<file path="src/rtl/hyperbus_delay_pkg.sv">
// Shared types and helpers for the HyperBus RWDS delay-line control stage.
package hyperbus_delay_pkg;

  localparam int DELAY_WORD_W = 32;

  typedef enum logic [1:0] {
    IDLE,
    WAIT_QUIET,
    STEP,
    SETTLE
  } delay_ctrl_state_e;

  // Clamp a raw 32-bit request to the highest tap a tapW-bit field can hold.
  function automatic logic [DELAY_WORD_W-1:0] sat_tap(input logic [DELAY_WORD_W-1:0] req,
                                                      input int unsigned tapW);
    logic [DELAY_WORD_W-1:0] maxTap;
    maxTap = (DELAY_WORD_W'(1) << tapW) - DELAY_WORD_W'(1);
    return (req > maxTap) ? maxTap : req;
  endfunction

endpackage

</file>
<file path="src/rtl/hyperbus_delay_ctrl.sv">
// Drives the RWDS delay-line tap select, walking one tap at a time toward the
// requested value and only while the PHY has been quiet long enough.
module hyperbus_delay_ctrl
  import hyperbus_delay_pkg::*;
#(
  parameter int TAP_W         = 3,
  parameter int QUIET_CYCLES  = 4,
  parameter int SETTLE_CYCLES = 2,
  parameter int RESET_TAP     = 0
) (
  input  logic                    clk_i,
  input  logic                    rst_i,
  input  logic [DELAY_WORD_W-1:0] cfg_delay_i,
  input  logic                    cfg_valid_i,
  output logic                    cfg_ready_o,
  input  logic                    phy_busy_i,
  output logic [DELAY_WORD_W-1:0] delay_o,
  output logic                    busy_o,
  output logic [TAP_W-1:0]        tap_cur_o
);

  localparam int QW = $clog2(QUIET_CYCLES + 1);
  localparam int SW = $clog2(SETTLE_CYCLES + 1);
  localparam logic [TAP_W-1:0] RESET_TAP_V = TAP_W'(RESET_TAP);
  localparam logic [QW-1:0]    QLAST       = QW'(QUIET_CYCLES - 1);
  localparam logic [SW-1:0]    SLAST       = SW'(SETTLE_CYCLES - 1);

  delay_ctrl_state_e state_q, state_d;
  logic [TAP_W-1:0]  tap_q, tap_d;
  logic [TAP_W-1:0]  target_q, target_d;
  logic [QW-1:0]     qcnt_q, qcnt_d;
  logic [SW-1:0]     scnt_q, scnt_d;
  logic              busy_q, busy_d;
  logic              ready_q, ready_d;
  logic [TAP_W-1:0]  satTarget;

  assign satTarget = TAP_W'(sat_tap(cfg_delay_i, TAP_W));

  always_ff @(posedge clk_i) begin
    if (rst_i) begin
      state_q  <= IDLE;
      tap_q    <= RESET_TAP_V;
      target_q <= RESET_TAP_V;
      qcnt_q   <= '0;
      scnt_q   <= '0;
      busy_q   <= 1'b0;
      ready_q  <= 1'b1;
    end else begin
      state_q  <= state_d;
      tap_q    <= tap_d;
      target_q <= target_d;
      qcnt_q   <= qcnt_d;
      scnt_q   <= scnt_d;
      busy_q   <= busy_d;
      ready_q  <= ready_d;
    end
  end

  // A request equal to the applied tap is consumed without leaving IDLE.
  always_comb begin
    state_d  = state_q;
    tap_d    = tap_q;
    target_d = target_q;
    qcnt_d   = qcnt_q;
    scnt_d   = scnt_q;
    unique case (state_q)
      IDLE: begin
        if (cfg_valid_i && ready_q && (satTarget != tap_q)) begin
          target_d = satTarget;
          qcnt_d   = '0;
          state_d  = WAIT_QUIET;
        end
      end
      WAIT_QUIET: begin
        if (phy_busy_i) begin
          qcnt_d = '0;
        end else if (qcnt_q == QLAST) begin
          qcnt_d  = '0;
          state_d = STEP;
        end else begin
          qcnt_d = qcnt_q + QW'(1);
        end
      end
      STEP: begin
        if (phy_busy_i) begin
          qcnt_d  = '0;
          state_d = WAIT_QUIET;
        end else begin
          tap_d   = (target_q > tap_q) ? tap_q + TAP_W'(1) : tap_q - TAP_W'(1);
          scnt_d  = '0;
          state_d = SETTLE;
        end
      end
      SETTLE: begin
        if (scnt_q == SLAST) begin
          scnt_d = '0;
          if (tap_q == target_q) begin
            state_d = IDLE;
          end else if (phy_busy_i) begin
            qcnt_d  = '0;
            state_d = WAIT_QUIET;
          end else begin
            state_d = STEP;
          end
        end else begin
          scnt_d = scnt_q + SW'(1);
        end
      end
      default: state_d = IDLE;
    endcase
  end

  // Handshake outputs are registered from the next state so they line up with it.
  always_comb begin
    busy_d  = (state_d != IDLE);
    ready_d = (state_d == IDLE);
  end

  assign delay_o     = DELAY_WORD_W'(tap_q);
  assign tap_cur_o   = tap_q;
  assign busy_o      = busy_q;
  assign cfg_ready_o = ready_q;

endmodule

</file>
<file path="config.mk">
export PLATFORM = sky130hd
export DESIGN_NAME = hyperbus_delay_ctrl
export DESIGN_NICKNAME = d
export VERILOG_FILES = /design/src/rtl/hyperbus_delay_pkg.sv /design/src/rtl/hyperbus_delay_ctrl.sv
export SDC_FILE = /design/constraint.sdc
export NUM_CORES = 1
export LEC_CHECK = 0
export CAP_MARGIN = 20
export CORE_UTILIZATION = 38
export CTS_CLUSTER_SIZE = 40
export DETAILED_ROUTE_END_ITERATION = 8
export PLACE_DENSITY = 0.82
export RECOVER_POWER = 100
export SKIP_LAST_GASP = 1
export SLEW_MARGIN = 5
export SYNTH_ARGS = -nofsm -noshare
export SYNTH_HDL_FRONTEND = slang
export SYNTH_SLANG_ARGS = --single-unit
export TNS_END_PERCENT = 5
</file>
<file path="constraint.sdc">
create_clock -name clk_i -period 2.83 [get_ports clk_i]
set_input_delay 0.4245 -clock clk_i [delete_from_list [all_inputs] [get_ports clk_i]]
set_output_delay 0.4245 -clock clk_i [all_outputs]
set_load 0.005 [all_outputs]
</file>
== Yosys cells after proc, flatten, opt, wreduce, memory -nomap -nowiden ==
Index checks and enable logic that the tools add are counted.
Operators by class
  add/sub/neg operators: 4
  multipliers: 0
  divide/modulo/power cells: 0
  order comparisons: 2
  eq/ne operators: 11
  shift operators: 0
  multiplexer cells: 20
  bitwise operators: 1
  reduce and logical (&&, ||, !) cells: 10
Operator list (number)
  greater-than comparator 32 x 3 -> 1 bit, second input constant: 1
  2-to-1 mux 3 bit: 8
  2-to-1 mux 2 bit: 9
  one-hot mux 3 bit (4 select lines): 1
  != test 2 bit, second input constant: 4
  one-hot mux 2 bit (4 select lines): 1
  adder 3 x 1 -> 3 bit, second input constant: 2
  AND reduction 2 bit: 3
  equality test 2 x 1 -> 1 bit, second input constant: 2
  equality test 2 bit, second input constant: 2
  logical NOT 2 bit: 2
  one-hot mux 2 bit (2 select lines): 1
  nonzero test 2 bit: 2
  equality test 3 x 2 -> 1 bit, second input constant: 1
  equality test 3 bit: 1
  greater-than comparator 3 bit: 1
  != test 3 bit: 1
  AND reduction 3 bit: 1
  subtractor 3 x 1 -> 3 bit, second input constant: 1
  adder 2 x 1 -> 2 bit, second input constant: 1
  logical AND 1 bit: 2
  inverter 1 bit: 1
Word-level totals
  bits in registers: 15
  latch bits: 0
  RAM bits: 0
  bits in read-only memories: 0
  input bits: 36
  output and inout port bits: 37
  word-level logic and storage cells: 55
  memories kept: 0

== Logic depth before layout (Yosys ltp) ==
Gate-level depths: netlist of run 1.
  depth in word-level cells: 7
  gate-level depth with buffers: 9
  mapped depth without buffers: 9

== Worst setup path after synthesis of run 1 ==
OpenSTA, ideal clock, no wires.
  kind: reg2reg
  start point: register tap_q[1], in the netlist tap_cur_o[1]
  end point: register tap_q[2], in the netlist tap_cur_o[2]
  setup time: 0.116 ns
  arrival: 2.029 ns
  data required time: 2.714 ns
  setup slack: 0.685 ns
  cell stages (with the launch flop): 10
  buffers on the path: 0
  period minus slack after synthesis: 2.145 ns
  cell sequence: dfxtp_1 inv_1 ha_1 nor2b_1 o21a_1 o21ai_1 fa_1 xor2_1 a211oi_1 a31o_2
Between the ends
  cells in the longest elaborated chain, start to end: 2
  elaborated cells on any way between the ends: 4
  those cells by class: add/sub (2); order compare (1); mux (1)
RTL lines
  from (decl): RTL line hyperbus_delay_ctrl.sv:29  | logic [TAP_W-1:0] tap_q, tap_d;
  from (signal assigned): RTL line hyperbus_delay_ctrl.sv:50  | tap_q <= tap_d;
  subtractor 3 x 1 -> 3 bit, or another cell as far along: RTL line hyperbus_delay_ctrl.sv:89  | tap_d = (target_q > tap_q) ? tap_q + TAP_W'(1) : tap_q - TAP_W'(1);
  2-to-1 mux 3 bit (*): RTL line hyperbus_delay_ctrl.sv:89
Every way passes the cells marked *; elsewhere a longest branch is shown, timed or not.
A chain may end at the register's enable or synchronous reset.

== Final worst setup path of run 1 ==
  start point: input cfg_delay_i[21]
  end point: register target_q[1]
Between the ends
  cells in the longest elaborated chain, start to end: 5
RTL lines
  from (decl): RTL line hyperbus_delay_ctrl.sv:13  | input logic [DELAY_WORD_W-1:0] cfg_delay_i,
  greater-than comparator 32 x 3 -> 1 bit (*): RTL line hyperbus_delay_pkg.sv:18  | return (req > maxTap) ? maxTap : req;
  2-to-1 mux 3 bit (*): RTL line hyperbus_delay_pkg.sv:18
  != test 3 bit: RTL line hyperbus_delay_ctrl.sv:68  | if (cfg_valid_i && ready_q && (satTarget != tap_q)) begin
  logical AND 1 bit: RTL line hyperbus_delay_ctrl.sv:68
  AND reduction 2 bit (no source line)
  to (signal assigned): RTL line hyperbus_delay_ctrl.sv:51  | target_q <= target_d;
  to (decl): RTL line hyperbus_delay_ctrl.sv:30  | logic [TAP_W-1:0] target_q, target_d;
Marked as above.

==> metrics.md, run 1 <==
| Metric | Value |
|---|---|
| Async SR Flop Fraction | 0% |
| Startpoint of the lowest-slack register-to-register path | tap_cur_o[1]$_SDFFE_PP0P_ |
| Crit path max-delay cell type | o32ai_1 |
| Worst hold start | qcnt_q[2]$_SDFFE_PP0P_ |
| Worst slew slack as a fraction of its limit | about two fifths |
| Count of cells resized by post-cts repair | 0 |
| TritonCTS buffer count | 3 |
| Number of levels the H-tree was split into | 1 |
| Most common cell after layout, fill and taps aside | clkdlybuf4s50_1 |
| Avg Vias per Cell | 4.76 |
| Layout cells sized above 1 | 6.32% |
| Post-synthesis average cell area | 8.41 µm² |
| Switching pwr | 0.000136 W |
| Final net count | 232 |
| Overall die height | about 60 µm |
| Fraction of power consumed by the clock network | 25.2% |
| Die Area | 3550 µm² |
| Run status | finished clean |
| Finish-stage setup viols | 0 |
| Internal Dissipation | around 0.00035 W |
| DRC violations left | 0 |
| Number of instances in the synthesized netlist | 150 |
| Data arrival time at the worst-slack endpoint | 2.63 ns |
| Category of the worst setup path launch point | input pin |
| Maximum clock frequency | between 400 and 500 MHz |
| Comb pwr share | 27.0% |
| Sinks on Clock Net | 15 |
| Number of filler cells placed in the layout | 314 |
| Count of yosys warnings during synthesis | 0 |
| Top-level I/O count | 73 |
| Reg-to-reg slack, setup | 0.47 ns |
| Wire length of the first global-routing pass | between 4 and 5 mm |
| Sequential element share of the synthesized area | approximately a quarter |
| Total wire length after detailed routing | 2.56 mm |
| Number of vias after detailed routing | 1113 |
| Fraction of power spent switching nets | 28.2% |
| Fin Setup TNS | 0 ns |
| CP max FO | 7 |
| Ratio of final minimum period to clock period | 86.5% |
| Area growth syn-to-layout | 28.0% |
| Minimum clock period | approximately 2.4 ns |
| Wire per inst | 10.9 µm |
| Kind of cell with the highest combined delay on the critical path | simple AND/OR/NAND/NOR gates |
| Sequential group share of total power | 47.7% |
| Number of core rows | 20 |
| Areal power density over the cells | approximately 300 nW/µm² |
| Count of port buffers added during placement | 43 |
| Number of inserted diodes | 0 |
| Die width | 59.6 µm |
| GRT Residual Overflow | 0 |
| Sequence of cells on the critical path | clkdlybuf4s50_1 -> nor4_1 -> and4_1 -> or3b_1 -> o32ai_1 -> a21oi_2 -> o221a_1 |
| Cell area after synthesis | 1260 µm² |
| Worst path required time | 3.01 ns |
| Detailed placer's ending HPWL | 2.12 mm |
| Number of antenna violations at the first check in global routing | 0 |
| Largest net degree at the start of global routing | 15 |
| Setup repair after global routing missed its margin | false |
| Antenna Violating Nets Remaining | 0 |
| Maximum vdd ir drop | around 0.24 mV |
| Area of all placed cells without fillers | about 1600 µm² |
| P_leak | 0.665 nW |
| Starting Density | 40.6% |
| Maximum clock insertion buffer count | 2 |
| Worst r2r path cells | 9 |
| Final max-slew violation count | 0 |
| Path type of the worst min-delay path | register to register |
| Number of maximum-capacitance constraint violations | 0 |
| Number of buffers inserted by post-CTS setup repair | 0 |
| Hold Path End | qcnt_q[2]$_SDFFE_PP0P_ |
| Worst flop-to-flop path endpoint | tap_cur_o[2]$_SDFFE_PP0P_ |
| Worst skew pair latency | 0.28 ns |
| Number of global-route vias before repair | about 980 |
| Count of cell types in the netlist | 46 |
| Hold Buf Count CTS | 0 |
| Final hold violations | 0 |
| Count of cells along the worst hold path | 2 |
| Cell area after placement | 1600 µm² |
| Weighted congestion at the end of routability-driven global placement | 0.786 |
| CTS root buf | clkbuf_4 |
| CTS tree | done |
| Critical Path Sink Type | register |
| Commonest cells after routing, fill and taps aside | clkdlybuf4s50_1, conb_1, dfxtp_1, nor2_1, dlygate4sd3_1 |
| DRC marker count from the first detailed-route iteration | 19 |
| Final worst clock skew | 0.000627 ns |
| Detailed-routing iteration count for the pre-antenna-repair pass | 4 |
| Clock-pin slew of the registers on the worst-case setup and hold paths | 0.09 ns |
| Buffer and inverter count on the worst path | 1 |
| Worst Tran Pin Value | 0.895 ns |
| Core region area | 3100 µm² |
| Number of flops mapped to enable cells by yosys | 0 |
| Type of the worst setup path | input pin to register |
| Dominant synthesized flop cell | dfxtp_1 |
| Power consumption | 0.000482 W |
| Gr usage total | 15.4% |
| Number of flip-flops and latches in the synthesized netlist | 15 |
| Highest cell delay on the worst timing path | approximately 0.45 ns |
cells in the mapped netlist (3+ instances only):
| cell | count | area (µm²) |
|---|---|---|
| a211oi_1 | 3 | 22.5 |
| nand4_1 | 4 | 25.0 |
| a21oi_1 | 6 | 30.0 |
| dfxtp_1 | 15 | 300 |
| nand2_1 | 6 | 22.5 |
| nand3_1 | 4 | 20.0 |
| nor2b_1 | 5 | 31.3 |
| nor2_1 | 11 | 41.3 |
| nor3_1 | 4 | 20.0 |
| buf_4 | 32 | 240 |
| nor4_2 | 4 | 50.1 |
| ha_1 | 4 | 50.1 |
| clkbuf_1 | 3 | 11.3 |
| nor4_1 | 3 | 18.8 |
| o21ai_0 | 3 | 15.0 |
| xor2_1 | 3 | 26.3 |
| inv_1 | 5 | 18.8 |
worst max path at each step:
stage | startpoint | end | slack, ns | cells past startpoint
after floorplan | tap_cur_o[1]$_SDFFE_PP0P_ | tap_cur_o[2]$_SDFFE_PP0P_ | 0.69 | 9
after global placement | cfg_delay_i[21] | target_q[1]$_SDFFE_PP0P_ | 0.32 | 6
after detailed placement | cfg_delay_i[29] | target_q[1]$_SDFFE_PP0P_ | 0.26 | 7
after CTS | tap_cur_o[1]$_SDFFE_PP0P_ | tap_cur_o[2]$_SDFFE_PP0P_ | 0.53 | 9
after global routing | cfg_delay_i[21] | target_q[2]$_SDFFE_PP0P_ | 0.20 | 7
final | cfg_delay_i[21] | target_q[1]$_SDFFE_PP0P_ | 0.38 | 7
cell type report:
class | instances | area [µm²] | share of cell area, %
clock buffer | 3 | 22.5 | 1.40
clock inverter | 1 | 5.00 | 0.310
inverter | 5 | 18.8 | 1.16
multi-input combinational | 123 | 782 | 48.4
sequential | 15 | 300 | 18.6
tap | 44 | 55.1 | 3.41
timing repair buffer | 43 | 430 | 26.7
cell families (layout without fill, tap and decap cells):
family,after synthesis,in the layout,synth area share (%)
XOR/XNOR,5,5,4.07
AND/OR/NAND/NOR,52,52,25.6
multiplexers,1,1,0.794
flip-flops,15,15,23.8
adder cells (fa/ha/maj),5,5,5.56
AO/OA/AOI/OAI,31,31,18.5
buffers and inverters,40,52,21.4
other,1,29,0.297
state kept, by name, indices dropped and copies added, names as in the netlist:
| name | flops |
|---|---|
| state_q | 2 |
| tap_cur_o | 3 |
| target_q | 3 |
| scnt_q | 2 |
| cfg_ready_o | 1 |
| qcnt_q | 3 |
| busy_o | 1 |
stage by stage:
stage          utilization, %  instances  setup WS (ns)  hold WS, ns
2_1_floorplan               -        178          0.685        0.453
3_3_place_gp             51.6        230          0.323        0.469
3_5_place_dp             51.6        230          0.259        0.474
4_1_cts                  52.5        234          0.532        0.488
5_1_grt                  52.0        234          0.196        0.511
6_report                 52.0        234          0.382        0.484
per-layer routing:
metal  up-vias  track usage [%]  part of all wire, %
met5         -                0                    0
met4         0             6.64                  1.1
met3         4             3.28                  6.7
met2        38             26.8                   47
met1       507             18.1                   45
li1        564                -                    -
tightest hold or removal path, cell delays in order (launching register included):
cell and delay (ns):
dfxtp_1 0.32, o211ai_1 0.08, nor2_1 0.04
power groups by stage:
stage	combinational [W]	sequential [W]	clock, W
3_5_place_dp	0.000133	0.000235	0
3_3_place_gp	0.000130	0.000235	0
2_1_floorplan	0.0000948	0.000230	0
5_1_grt	0.000147	0.000232	0.000143
4_1_cts	0.000133	0.000230	0.000130
6_report	0.000130	0.000230	0.000122
Power figures use the tool's default switching activity.
==> run 2: changes to the inputs <==
==> constraint.sdc (replaced) <==
create_clock -name clk_i -period 2.3 [get_ports clk_i]
set_input_delay 0.345 -clock clk_i [delete_from_list [all_inputs] [get_ports clk_i]]
set_output_delay 0.345 -clock clk_i [all_outputs]
set_load 0.005 [all_outputs]
==> run 2 against run 1 <==
Net effect:
- clock power up 28%
- final cell count up 3.4%
- critical path depth down 1
- final area up 3.6%
- routed wire length up 5.6%
- total power up 26%
- worst setup slack worse by 0.26 ns
- largest cell class unchanged
- largest power group unchanged
==> metrics.md, run 2 (same netlist as run 1, synthesis figures left out) <==
| Metric | Value |
|---|---|
| Run status | finished clean |
| Number of core rows | 20 (unchanged) |
| Detailed placer's ending HPWL | 2.23 mm (+5.3%) |
| Startpoint of the lowest-slack register-to-register path | tap_cur_o[1]$_SDFFE_PP0P_ |
| Clock-pin slew of the registers on the worst-case setup and hold paths | 0.10 ns (about the same) |
| Antenna Violating Nets Remaining | 0 (unchanged) |
| Weighted congestion at the end of routability-driven global placement | 0.818 (+4.1%) |
| TritonCTS buffer count | 3 (unchanged) |
| Worst hold start | qcnt_q[2]$_SDFFE_PP0P_ |
| Final cell utilization of the core | 53.9% (+1.9 points) |
| Data arrival time at the worst-slack endpoint | 2.37 ns (-0.26 ns) |
| Worst flop-to-flop path endpoint | tap_cur_o[2]$_SDFFE_PP0P_ |
| Starting Density | 40.6% (unchanged) |
| Post-layout instance count excluding filler cells | 242 (+3.4%) |
| Area of all placed cells without fillers | 1670 µm² (+3.6%) |
| Fraction of power spent switching nets | 29.1% (+0.93 points) |
| Number of maximum-capacitance constraint violations | 0 (unchanged) |
| Category of the worst setup path launch point | input pin |
| Setup repair after global routing missed its margin | false |
| Final max-slew violation count | 0 (unchanged) |
| Maximum clock insertion buffer count | 2 (unchanged) |
| CTS root buf | clkbuf_4 |
| Worst skew pair latency | 0.29 ns (about the same) |
| DRC marker count from the first detailed-route iteration | 13 (-6) |
| Ratio of final minimum period to clock period | a little over nine tenths |
| Final worst clock skew | 0.00332 ns (+0.00269 ns) |
| Layout cells sized above 1 | 9.09% (+2.8 points) |
| Worst slew slack as a fraction of its limit | 63.5% (+23 points) |
| Comb pwr share | 28.0% (+1.0 points) |
| Core region area | 3100 µm² (unchanged) |
| Finish-stage setup viols | 0 (unchanged) |
| Die Area | 3550 µm² (unchanged) |
| Top-level I/O count | 73 (unchanged) |
| Die width | 59.6 µm (unchanged) |
| Number of vias after detailed routing | 1140 (+2.4%) |
| Maximum vdd ir drop | 0.305 mV (+28%) |
| Hold Buf Count CTS | 0 (unchanged) |
| Overall die height | 59.6 µm (unchanged) |
| Path type of the worst min-delay path | register to register |
| Sequential group share of total power | 46.4% (-1.3 points) |
| Reg-to-reg slack, setup | 0.16 ns (-0.31 ns) |
| Power consumption | 0.000609 W (+26%) |
| Commonest cells after routing, fill and taps aside | clkdlybuf4s50_1, conb_1, dfxtp_1, nor2_1 |
| Cell area after placement | 1650 µm² (+3.3%) |
| Internal Dissipation | 0.000432 W (+25%) |
| Areal power density over the cells | 364 nW/µm² (+22%) |
| CP max FO | 2 (-5) |
| Count of cells resized by post-cts repair | 0 (unchanged) |
| Final hold violations | 0 (unchanged) |
| DRC violations left | 0 (unchanged) |
| Area growth syn-to-layout | 32.6% |
| Detailed-routing iteration count for the pre-antenna-repair pass | 4 (unchanged) |
| Number of global-route vias before repair | 1000 (+2.4%) |
| Fraction of power consumed by the clock network | 25.6% (+0.4 points) |
| P_leak | 0.682 nW (+2.5%) |
| Critical Path Sink Type | register |
| Switching pwr | 0.000177 W (+31%) |
| CTS tree | done |
| Worst r2r path cells | 9 (unchanged) |
| Count of port buffers added during placement | 43 (unchanged) |
| Total wire length after detailed routing | 2.70 mm (+5.6%) |
| Maximum clock frequency | 459 MHz |
| Type of the worst setup path | input pin to register |
| Minimum clock period | 2.18 ns |
| GRT Residual Overflow | 0 (unchanged) |
| Count of cells along the worst hold path | 2 (unchanged) |
| Wire per inst | 11.2 µm (+2.1%) |
| Final net count | 240 (+3.4%) |
| Hold Path End | qcnt_q[2]$_SDFFE_PP0P_ |
| Worst Tran Pin Value | 0.541 ns (-0.353 ns) |
| Number of levels the H-tree was split into | 1 (unchanged) |
| Sinks on Clock Net | 15 (unchanged) |
| Most common cell after layout, fill and taps aside | clkdlybuf4s50_1 |
| Number of inserted diodes | 0 (unchanged) |
| Largest net degree at the start of global routing | 15 (unchanged) |
| Wire length of the first global-routing pass | 4.28 mm (+3.8%) |
| Number of placed instances, taps included | 237 (+3.0%) |
| Gr usage total | 16.4% (+0.98 points) |
| Avg Vias per Cell | 4.71 (-0.96%) |
| Number of antenna violations at the first check in global routing | 0 (unchanged) |
| Worst path required time | 2.49 ns (-0.52 ns) |
| Number of buffers inserted by post-CTS setup repair | 0 (unchanged) |
## run 2: cell count changes in the layout (fill, tap and decap cells not counted), sizes merged
cell,previous run,this run
clkbuf,3,7
buf,0,4
clkdlybuf4s50,34,37
dlygate4sd3,9,6
## run 2: worst max path at each step
stage	startpoint	end	slack, ns	cells after the start
2_1_floorplan	tap_cur_o[1]$_SDFFE_PP0P_	tap_cur_o[2]$_SDFFE_PP0P_	0.16	9
3_3_place_gp	cfg_delay_i[25]	target_q[1]$_SDFFE_PP0P_	-0.12	6
3_5_place_dp	cfg_delay_i[29]	target_q[1]$_SDFFE_PP0P_	-0.19	6
5_1_grt	tap_cur_o[1]$_SDFFE_PP0P_	tap_cur_o[2]$_SDFFE_PP0P_	0.01	9
6_report	cfg_delay_i[29]	target_q[1]$_SDFFE_PP0P_	0.12	6
4_1_cts	cfg_delay_i[29]	target_q[1]$_SDFFE_PP0P_	0.13	6
## run 2: metrics by stage
stage               setup slack, ns  setup TNS (ns)  hold slack, ns
floorplan                     0.155               0           0.453
global placement             -0.123          -0.475           0.469
detailed placement           -0.188           -1.13           0.475
CTS                           0.132               0           0.488
global route                 0.0110               0           0.517
finish                        0.122               0           0.484
## run 2: final cells by class
class                      instances  area [µm²]
clock buffer                       3        22.5
clock inverter                     1        5.00
fill                             286        1430
inverter                           5        18.8
multi-input combinational        123         796
sequential                        15         300
tap                               44        55.1
timing repair buffer              51         475
## run 2: metal layers
layer  share of wire (%)  track usage, %  vias up
met5                   0               0        -
met2                  48            27.6       37
li1                    -               -      586
met4                 1.7            7.97        0
met3                 6.3            2.62        5
met1                  44            20.2      512
## run 2: power groups by stage
stage          logic, W  registers [W]  clock network, W
2_1_floorplan  0.000117       0.000283                 0
3_3_place_gp   0.000161       0.000288                 0
3_5_place_dp   0.000164       0.000288                 0
4_1_cts        0.000166       0.000282          0.000162
5_1_grt        0.000190       0.000285          0.000184
6_report       0.000170       0.000282          0.000156
## run 2: worst max-delay path, stage by stage
cell             delay, ns
clkdlybuf4s50_1       0.42
nor4_2                0.32
and4_1                0.26
or3b_1                0.39
or3_1                 0.40
o221a_1               0.23
